<file path="src/rtl/echo_pipe_pkg.sv">
// Shared definitions for the EchoIndication pipe link: method ids, per-method
// message lengths, header layout and the demarshaller state encoding.
package echo_pipe_pkg;

    localparam int HDR_ID_W  = 16;
    localparam int HDR_LEN_W = 16;

    localparam logic [HDR_ID_W-1:0] METHOD_HEARD  = 16'd0;
    localparam logic [HDR_ID_W-1:0] METHOD_HEARD2 = 16'd1;
    localparam logic [HDR_ID_W-1:0] METHOD_HEARD3 = 16'd2;

    // Total beats per message, header included
    localparam logic [HDR_LEN_W-1:0] LEN_HEARD  = 16'd2;
    localparam logic [HDR_LEN_W-1:0] LEN_HEARD2 = 16'd3;
    localparam logic [HDR_LEN_W-1:0] LEN_HEARD3 = 16'd5;

    typedef struct packed {
        logic [HDR_ID_W-1:0]  id;
        logic [HDR_LEN_W-1:0] len;
    } echo_hdr_t;

    typedef enum logic [1:0] {
        ST_IDLE     = 2'd0,
        ST_COLLECT  = 2'd1,
        ST_DISPATCH = 2'd2,
        ST_DROP     = 2'd3
    } p2m_state_t;

    function automatic logic hdr_is_legal(input echo_hdr_t h);
        case (h.id)
            METHOD_HEARD:  return h.len == LEN_HEARD;
            METHOD_HEARD2: return h.len == LEN_HEARD2;
            METHOD_HEARD3: return h.len == LEN_HEARD3;
            default:       return 1'b0;
        endcase
    endfunction

endpackage

</file>
<file path="src/rtl/p2m_beat_collector.sv">
// Beat bookkeeping for the demarshaller: remaining-beat counter shared by
// collect and drop, plus the 4x32 argument register file.
module p2m_beat_collector
    import echo_pipe_pkg::*;
(
    input  logic                 CLK,
    input  logic                 nRST,
    input  logic                 i_load,
    input  logic [HDR_LEN_W-1:0] i_remaining,
    input  logic                 i_beat,
    input  logic                 i_store,
    input  logic [31:0]          i_data,
    output logic                 o_last,
    output logic [31:0]          o_arg0,
    output logic [31:0]          o_arg1,
    output logic [31:0]          o_arg2,
    output logic [31:0]          o_arg3
);

    logic [HDR_LEN_W-1:0] r_remaining;
    logic [1:0]           r_idx;
    logic [3:0][31:0]     r_args;

    always_ff @(posedge CLK) begin
        if (!nRST) begin
            r_remaining <= '0;
            r_idx       <= '0;
            r_args      <= '0;
        end else if (i_load) begin
            r_remaining <= i_remaining;
            r_idx       <= '0;
        end else if (i_beat) begin
            r_remaining <= r_remaining - 16'd1;
            // Dropped beats only count down; they never touch the arguments
            if (i_store) begin
                r_args[r_idx] <= i_data;
                r_idx         <= r_idx + 2'd1;
            end
        end
    end

    assign o_last = (r_remaining == 16'd1);
    assign o_arg0 = r_args[0];
    assign o_arg1 = r_args[1];
    assign o_arg2 = r_args[2];
    assign o_arg3 = r_args[3];

endmodule

</file>
<file path="src/rtl/p2m_echo_indication.sv">
// EchoIndication pipe demarshaller: rebuilds header+argument beats and calls
// heard/heard2/heard3. Define P2M_ERROR_COUNT_EN to add the err_count port.
module p2m_echo_indication
    import echo_pipe_pkg::*;
#(
    parameter int ERR_WIDTH = 8,
    parameter int MAX_LEN   = 16
) (
    input  logic        CLK,
    input  logic        nRST,
    input  logic        pipe_enq__ENA,
    input  logic [31:0] pipe_enq_v,
    output logic        pipe_enq__RDY,
    output logic        heard__ENA,
    output logic [31:0] heard_v,
    input  logic        heard__RDY,
    output logic        heard2__ENA,
    output logic [31:0] heard2_a,
    output logic [31:0] heard2_b,
    input  logic        heard2__RDY,
    output logic        heard3__ENA,
    output logic [31:0] heard3_a,
    output logic [31:0] heard3_b,
    output logic [31:0] heard3_c,
    output logic [31:0] heard3_d,
    input  logic        heard3__RDY
`ifdef P2M_ERROR_COUNT_EN
    ,output logic [ERR_WIDTH-1:0] err_count
`endif
);

    p2m_state_t           r_state;
    logic [1:0]           r_id;
    echo_hdr_t            w_hdr;
    logic                 w_accept;
    logic                 w_legal;
    logic                 w_load;
    logic                 w_beat;
    logic                 w_last;
    logic                 w_fire;
    logic [HDR_LEN_W-1:0] w_rem;
    logic [31:0]          w_arg0, w_arg1, w_arg2, w_arg3;

    assign pipe_enq__RDY = nRST & (r_state != ST_DISPATCH);
    assign w_accept      = pipe_enq__ENA & pipe_enq__RDY;
    assign w_hdr         = echo_hdr_t'(pipe_enq_v);
    assign w_legal       = hdr_is_legal(w_hdr);
    assign w_load        = w_accept & (r_state == ST_IDLE) & (w_hdr.len > 16'd1);
    assign w_beat        = w_accept & ((r_state == ST_COLLECT) | (r_state == ST_DROP));

    // Oversized headers only swallow MAX_LEN beats so a corrupt length cannot stall the link
    assign w_rem = (!w_legal && (w_hdr.len > 16'(MAX_LEN))) ? 16'(MAX_LEN - 1)
                                                            : w_hdr.len - 16'd1;

    // Only the selected method raises ENA, so the other RDYs drop out here
    assign w_fire = (heard__ENA & heard__RDY) | (heard2__ENA & heard2__RDY) |
                    (heard3__ENA & heard3__RDY);

    p2m_beat_collector u_collector (
        .CLK         (CLK),
        .nRST        (nRST),
        .i_load      (w_load),
        .i_remaining (w_rem),
        .i_beat      (w_beat),
        .i_store     (r_state == ST_COLLECT),
        .i_data      (pipe_enq_v),
        .o_last      (w_last),
        .o_arg0      (w_arg0),
        .o_arg1      (w_arg1),
        .o_arg2      (w_arg2),
        .o_arg3      (w_arg3)
    );

    always_ff @(posedge CLK) begin
        if (!nRST) begin
            r_state     <= ST_IDLE;
            r_id        <= '0;
            heard__ENA  <= 1'b0;
            heard2__ENA <= 1'b0;
            heard3__ENA <= 1'b0;
        end else begin
            case (r_state)
                ST_IDLE: begin
                    if (w_accept && w_legal) begin
                        r_id    <= w_hdr.id[1:0];
                        r_state <= ST_COLLECT;
                    end else if (w_load) begin
                        r_state <= ST_DROP;
                    end
                end
                ST_COLLECT: begin
                    if (w_beat && w_last) begin
                        heard__ENA  <= (r_id == METHOD_HEARD[1:0]);
                        heard2__ENA <= (r_id == METHOD_HEARD2[1:0]);
                        heard3__ENA <= (r_id == METHOD_HEARD3[1:0]);
                        r_state     <= ST_DISPATCH;
                    end
                end
                ST_DISPATCH: begin
                    if (w_fire) begin
                        heard__ENA  <= 1'b0;
                        heard2__ENA <= 1'b0;
                        heard3__ENA <= 1'b0;
                        r_state     <= ST_IDLE;
                    end
                end
                ST_DROP: begin
                    if (w_beat && w_last) r_state <= ST_IDLE;
                end
                default: r_state <= ST_IDLE;
            endcase
        end
    end

    assign heard_v  = w_arg0;
    assign heard2_a = w_arg0;
    assign heard2_b = w_arg1;
    assign heard3_a = w_arg0;
    assign heard3_b = w_arg1;
    assign heard3_c = w_arg2;
    assign heard3_d = w_arg3;

`ifdef P2M_ERROR_COUNT_EN
    logic                 w_bad_hdr;
    logic [ERR_WIDTH-1:0] r_err_count;

    assign w_bad_hdr = w_accept & (r_state == ST_IDLE) & ~w_legal;

    always_ff @(posedge CLK) begin
        if (!nRST) begin
            r_err_count <= '0;
        end else if (w_bad_hdr && (r_err_count != {ERR_WIDTH{1'b1}})) begin
            r_err_count <= r_err_count + 1'b1;
        end
    end

    assign err_count = r_err_count;
`else
    // ERR_WIDTH only sizes the counter; keep the parameter referenced without it
    if (ERR_WIDTH < 1) begin : g_err_width_unused
    end
`endif

endmodule

</file>
<file path="config.mk">
export PLATFORM = sky130hd
export DESIGN_NAME = p2m_echo_indication
export DESIGN_NICKNAME = d
export VERILOG_FILES = /design/src/rtl/echo_pipe_pkg.sv /design/src/rtl/p2m_beat_collector.sv /design/src/rtl/p2m_echo_indication.sv
export SDC_FILE = /design/constraint.sdc
export NUM_CORES = 1
export LEC_CHECK = 0
export ABC_CLOCK_PERIOD_IN_PS = 4100
export CAP_MARGIN = 20
export CORE_MARGIN = 1.5
export CORE_UTILIZATION = 45
export DETAILED_ROUTE_END_ITERATION = 6
export PLACE_DENSITY_LB_ADDON = 0.08
export SETUP_SLACK_MARGIN = 0.05
export SYNTH_ARGS = -nofsm -noshare
export SYNTH_HDL_FRONTEND = slang
export SYNTH_SLANG_ARGS = --single-unit
</file>
<file path="constraint.sdc">
create_clock -name CLK -period 4.1 [get_ports CLK]
set_clock_uncertainty 0.05 [all_clocks]
set_input_delay 0.41 -clock CLK [delete_from_list [all_inputs] [get_ports CLK]]
set_output_delay 0.41 -clock CLK [all_outputs]
set_load 0.1 [all_outputs]
</file>
==> impl_metrics.ini <==
[routing]
drcViolationCount = 0
routed-via-count = 6047
antenna_left = 0
first_iter_violations = 356
routed_wirelength_mm = 18.9
avgRoutedWirePerCell_um = 15.8
routed_via_density = 5.05
firstDrtPassIters = 4

[floorplan]
design.core.area_mm2 = 0.0146
row_count = 44
dieArea_mm2 = 0.0158
die_w_um = 126
start_util_pct = 46.3
die_y_um = 126
ioPinCount = 266

[clocking]
clock-root-buffer = clkbuf_16
cts.sinks = 153
htreeDepth = 4
cts_tree = done
hold_buffers = 0
clk_latency_ns = 0.42
clkTransAtPathRegs_ns = 0.06
post_cts_buffers = 0
clock_path_buffers = 2
post_cts_resize_count = 0
cts_buffers = 17

[grt]
antenna_found_initial = 0
grtUsageTotal_pct = 23.3
grt_pass1_wl_mm = 29.2
grt_max_degree = 80
grt_pass1_vias = 5360
grt_overflow = 0

[timing]
finalCritPeriodShare_pct = 61.6
maxSlewHeadroom_pct = 29.3
period_needed_ns = 2.53
rsz0062_at_grt = no
setup_viol = 0
tns_ns = 0
layout_setup_ws_ns = 1.57
fmax_mhz = 396
slew_viol_final = 0
hold_viol = 0
tightest_slew_ns = 1.06

[setup_path]
worst_setup_path_start_kind = primary input
worstPathCellList = clkdlybuf4s50_1 > buf_4 > nand3_1 > nor2_1 > nand2_1 > buf_4 > nand2_1 > a21oi_1
critPathLaunch = nRST
slowest_delay_ns = 0.47
path_buf_inv = 3
worstPathRequired_ns = 4.32
crit_path_top_delay_cell = nand2_1
r2r-start = r_state[0]
cp-end-kind = flip-flop
critPathKind = in2reg
crit_fanout = 20
cpLargestDelayFamily = simple AND/OR/NAND/NOR gates
crit_arrival_ns = 2.74

[yosys]
synth.top_cell.area_share_pct = 45.3
yosys.cell_types.count = 49
yosysSeqAreaShare_pct = 45.3
yosys_warnings = 0
synthTopCellsByArea = dfxtp_1 45%, nand2_1 15%, buf_4 11%
syn_inst = 855
yosysTopAreaCell = dfxtp_1
ys_ff_latch = 153
syn_area_per_cell_um2 = 7.90
syn_nets = 901
synthesis.area_mm2 = 0.00676

[cells_and_area]
area_delta_synth_final_pct = 38.0
register_area_mm2 = 0.00306
n_fill_cell = 1336
most-common-layout-cells = 276 x nand2_1, 264 x clkdlybuf4s50_1, 153 x dfxtp_1, 135 x a21oi_1, 22 x nor2_1
final_common_cell = nand2_1
fin_nets = 1047
num_antenna_cells = 0
multi_input_area_mm2 = 0.00269
finalInstanceArea_mm2 = 0.00932
drive_gt1_share_pct = 5.03

[run]
drv_cap = 0

[place]
dpl.hpwl_mm = 13.4
gp_congestion = 0.769
io_buffers = 265
place_ws_ns = 1.16
place_area_mm2 = 0.00876

[min_path]
hp-class = reg2reg
hold_start = u_collector.o_arg2[7]

[power]
p_leak_nw = 3.15
ir_drop_v = 0.000322
p_per_area_mw_per_mm2 = 368

[outcome]
status = completed
path summary, 6_finish.rpt:
| check | slack, ns | cells after the start | to |
|---|---|---|---|
| hold / removal | 0.40 | 2 | u_collector.o_arg2[7] |
| setup / recovery | 1.57 | 8 | u_collector.o_arg0[23] |
| hold reg to reg | 0.40 | 2 | u_collector.o_arg2[7] |
| setup reg to reg | 1.77 | 6 | u_collector.o_arg0[23] |
state kept, by name, indices dropped and copies added, names as in the netlist, 2 cells and up:
signal	flops
r_id	2
r_state	2
u_collector.o_arg0	32
u_collector.o_arg1	32
u_collector.o_arg2	32
u_collector.o_arg3	32
u_collector.r_idx	2
u_collector.r_remaining	16
area by class of cell:
class / instances / share of cell area (%)
inverter: 13 / 0.550
tap: 184 / 2.47
multi-input combinational: 540 / 28.8
timing repair buffer: 276 / 29.3
sequential: 153 / 32.9
clock inverter: 8 / 1.05
clock buffer: 23 / 4.91
logic make-up after synthesis:
| group | synth area share [%] |
|---|---|
| adder cells (fa/ha/maj) | 1.48 |
| AND/OR/NAND/NOR | 22.7 |
| AO/OA/AOI/OAI | 12.9 |
| XOR/XNOR | 2.07 |
| buffers and inverters | 14.9 |
| multiplexers | 0.593 |
| flip-flops | 45.3 |
Yosys cell counts (all sizes together):
master / n
nor4: 10
buf: 117
nor2: 22
dfxtp: 153
nor3b: 4
and4: 2
inv: 12
mux2i: 4
or4: 3
xor2: 5
nand2b: 3
o211a: 2
o31ai: 1
a211oi: 3
a21oi: 136
nand3: 6
a222oi: 1
clkbuf: 32
and4b: 2
and2: 1
nand2: 276
o221ai: 1
nand4: 2
and3: 6
o211ai: 1
a21o: 1
a2111oi: 1
a2bb2oi: 1
a31o: 1
nor4b: 2
ha: 8
xnor2: 11
clkinv: 1
or3: 3
a311oi: 1
o21ai: 6
a31oi: 1
o22ai: 1
nor3: 12
report_power, final:
group          switching [W]  internal [W]
sequential         0.0000277       0.00151
clock               0.000585      0.000906
combinational       0.000285      0.000117
total               0.000898       0.00253
per-stage QoR:
| stage | hold slack (ns) | instances | total power, W | util (%) |
|---|---|---|---|---|
| 2_1_floorplan | 0.403 | 855 | 0.00186 | - |
| 3_3_place_gp | 0.391 | 1166 | 0.00197 | 60.1 |
| 3_5_place_dp | 0.396 | 1166 | 0.00197 | 60.1 |
| 4_1_cts | 0.404 | 1197 | 0.00345 | 63.9 |
| 5_1_grt | 0.421 | 1197 | 0.00354 | 63.9 |
| 6_report | 0.404 | 1197 | 0.00343 | 63.9 |
routing by layer:
layer / vias up / global-route usage [%] / wire, µm
met5: - / 0 / 0
met1: 2831 / 28.7 / 7830
li1: 2980 / - / -
met2: 217 / 40.2 / 9510
met3: 19 / 6.12 / 1260
met4: 0 / 6.62 / 291
worst reg2reg max path: cells and delay by family (launching register included):
| kind | cells | cell delay [ns] |
|---|---|---|
| AOI/OAI and AO/OA | 1 | 0.06 |
| buffers and inverters | 1 | 0.37 |
| DFF | 1 | 0.47 |
| and+or+nand+nor | 4 | 1.25 |
(Power assumes the default switching activity.)
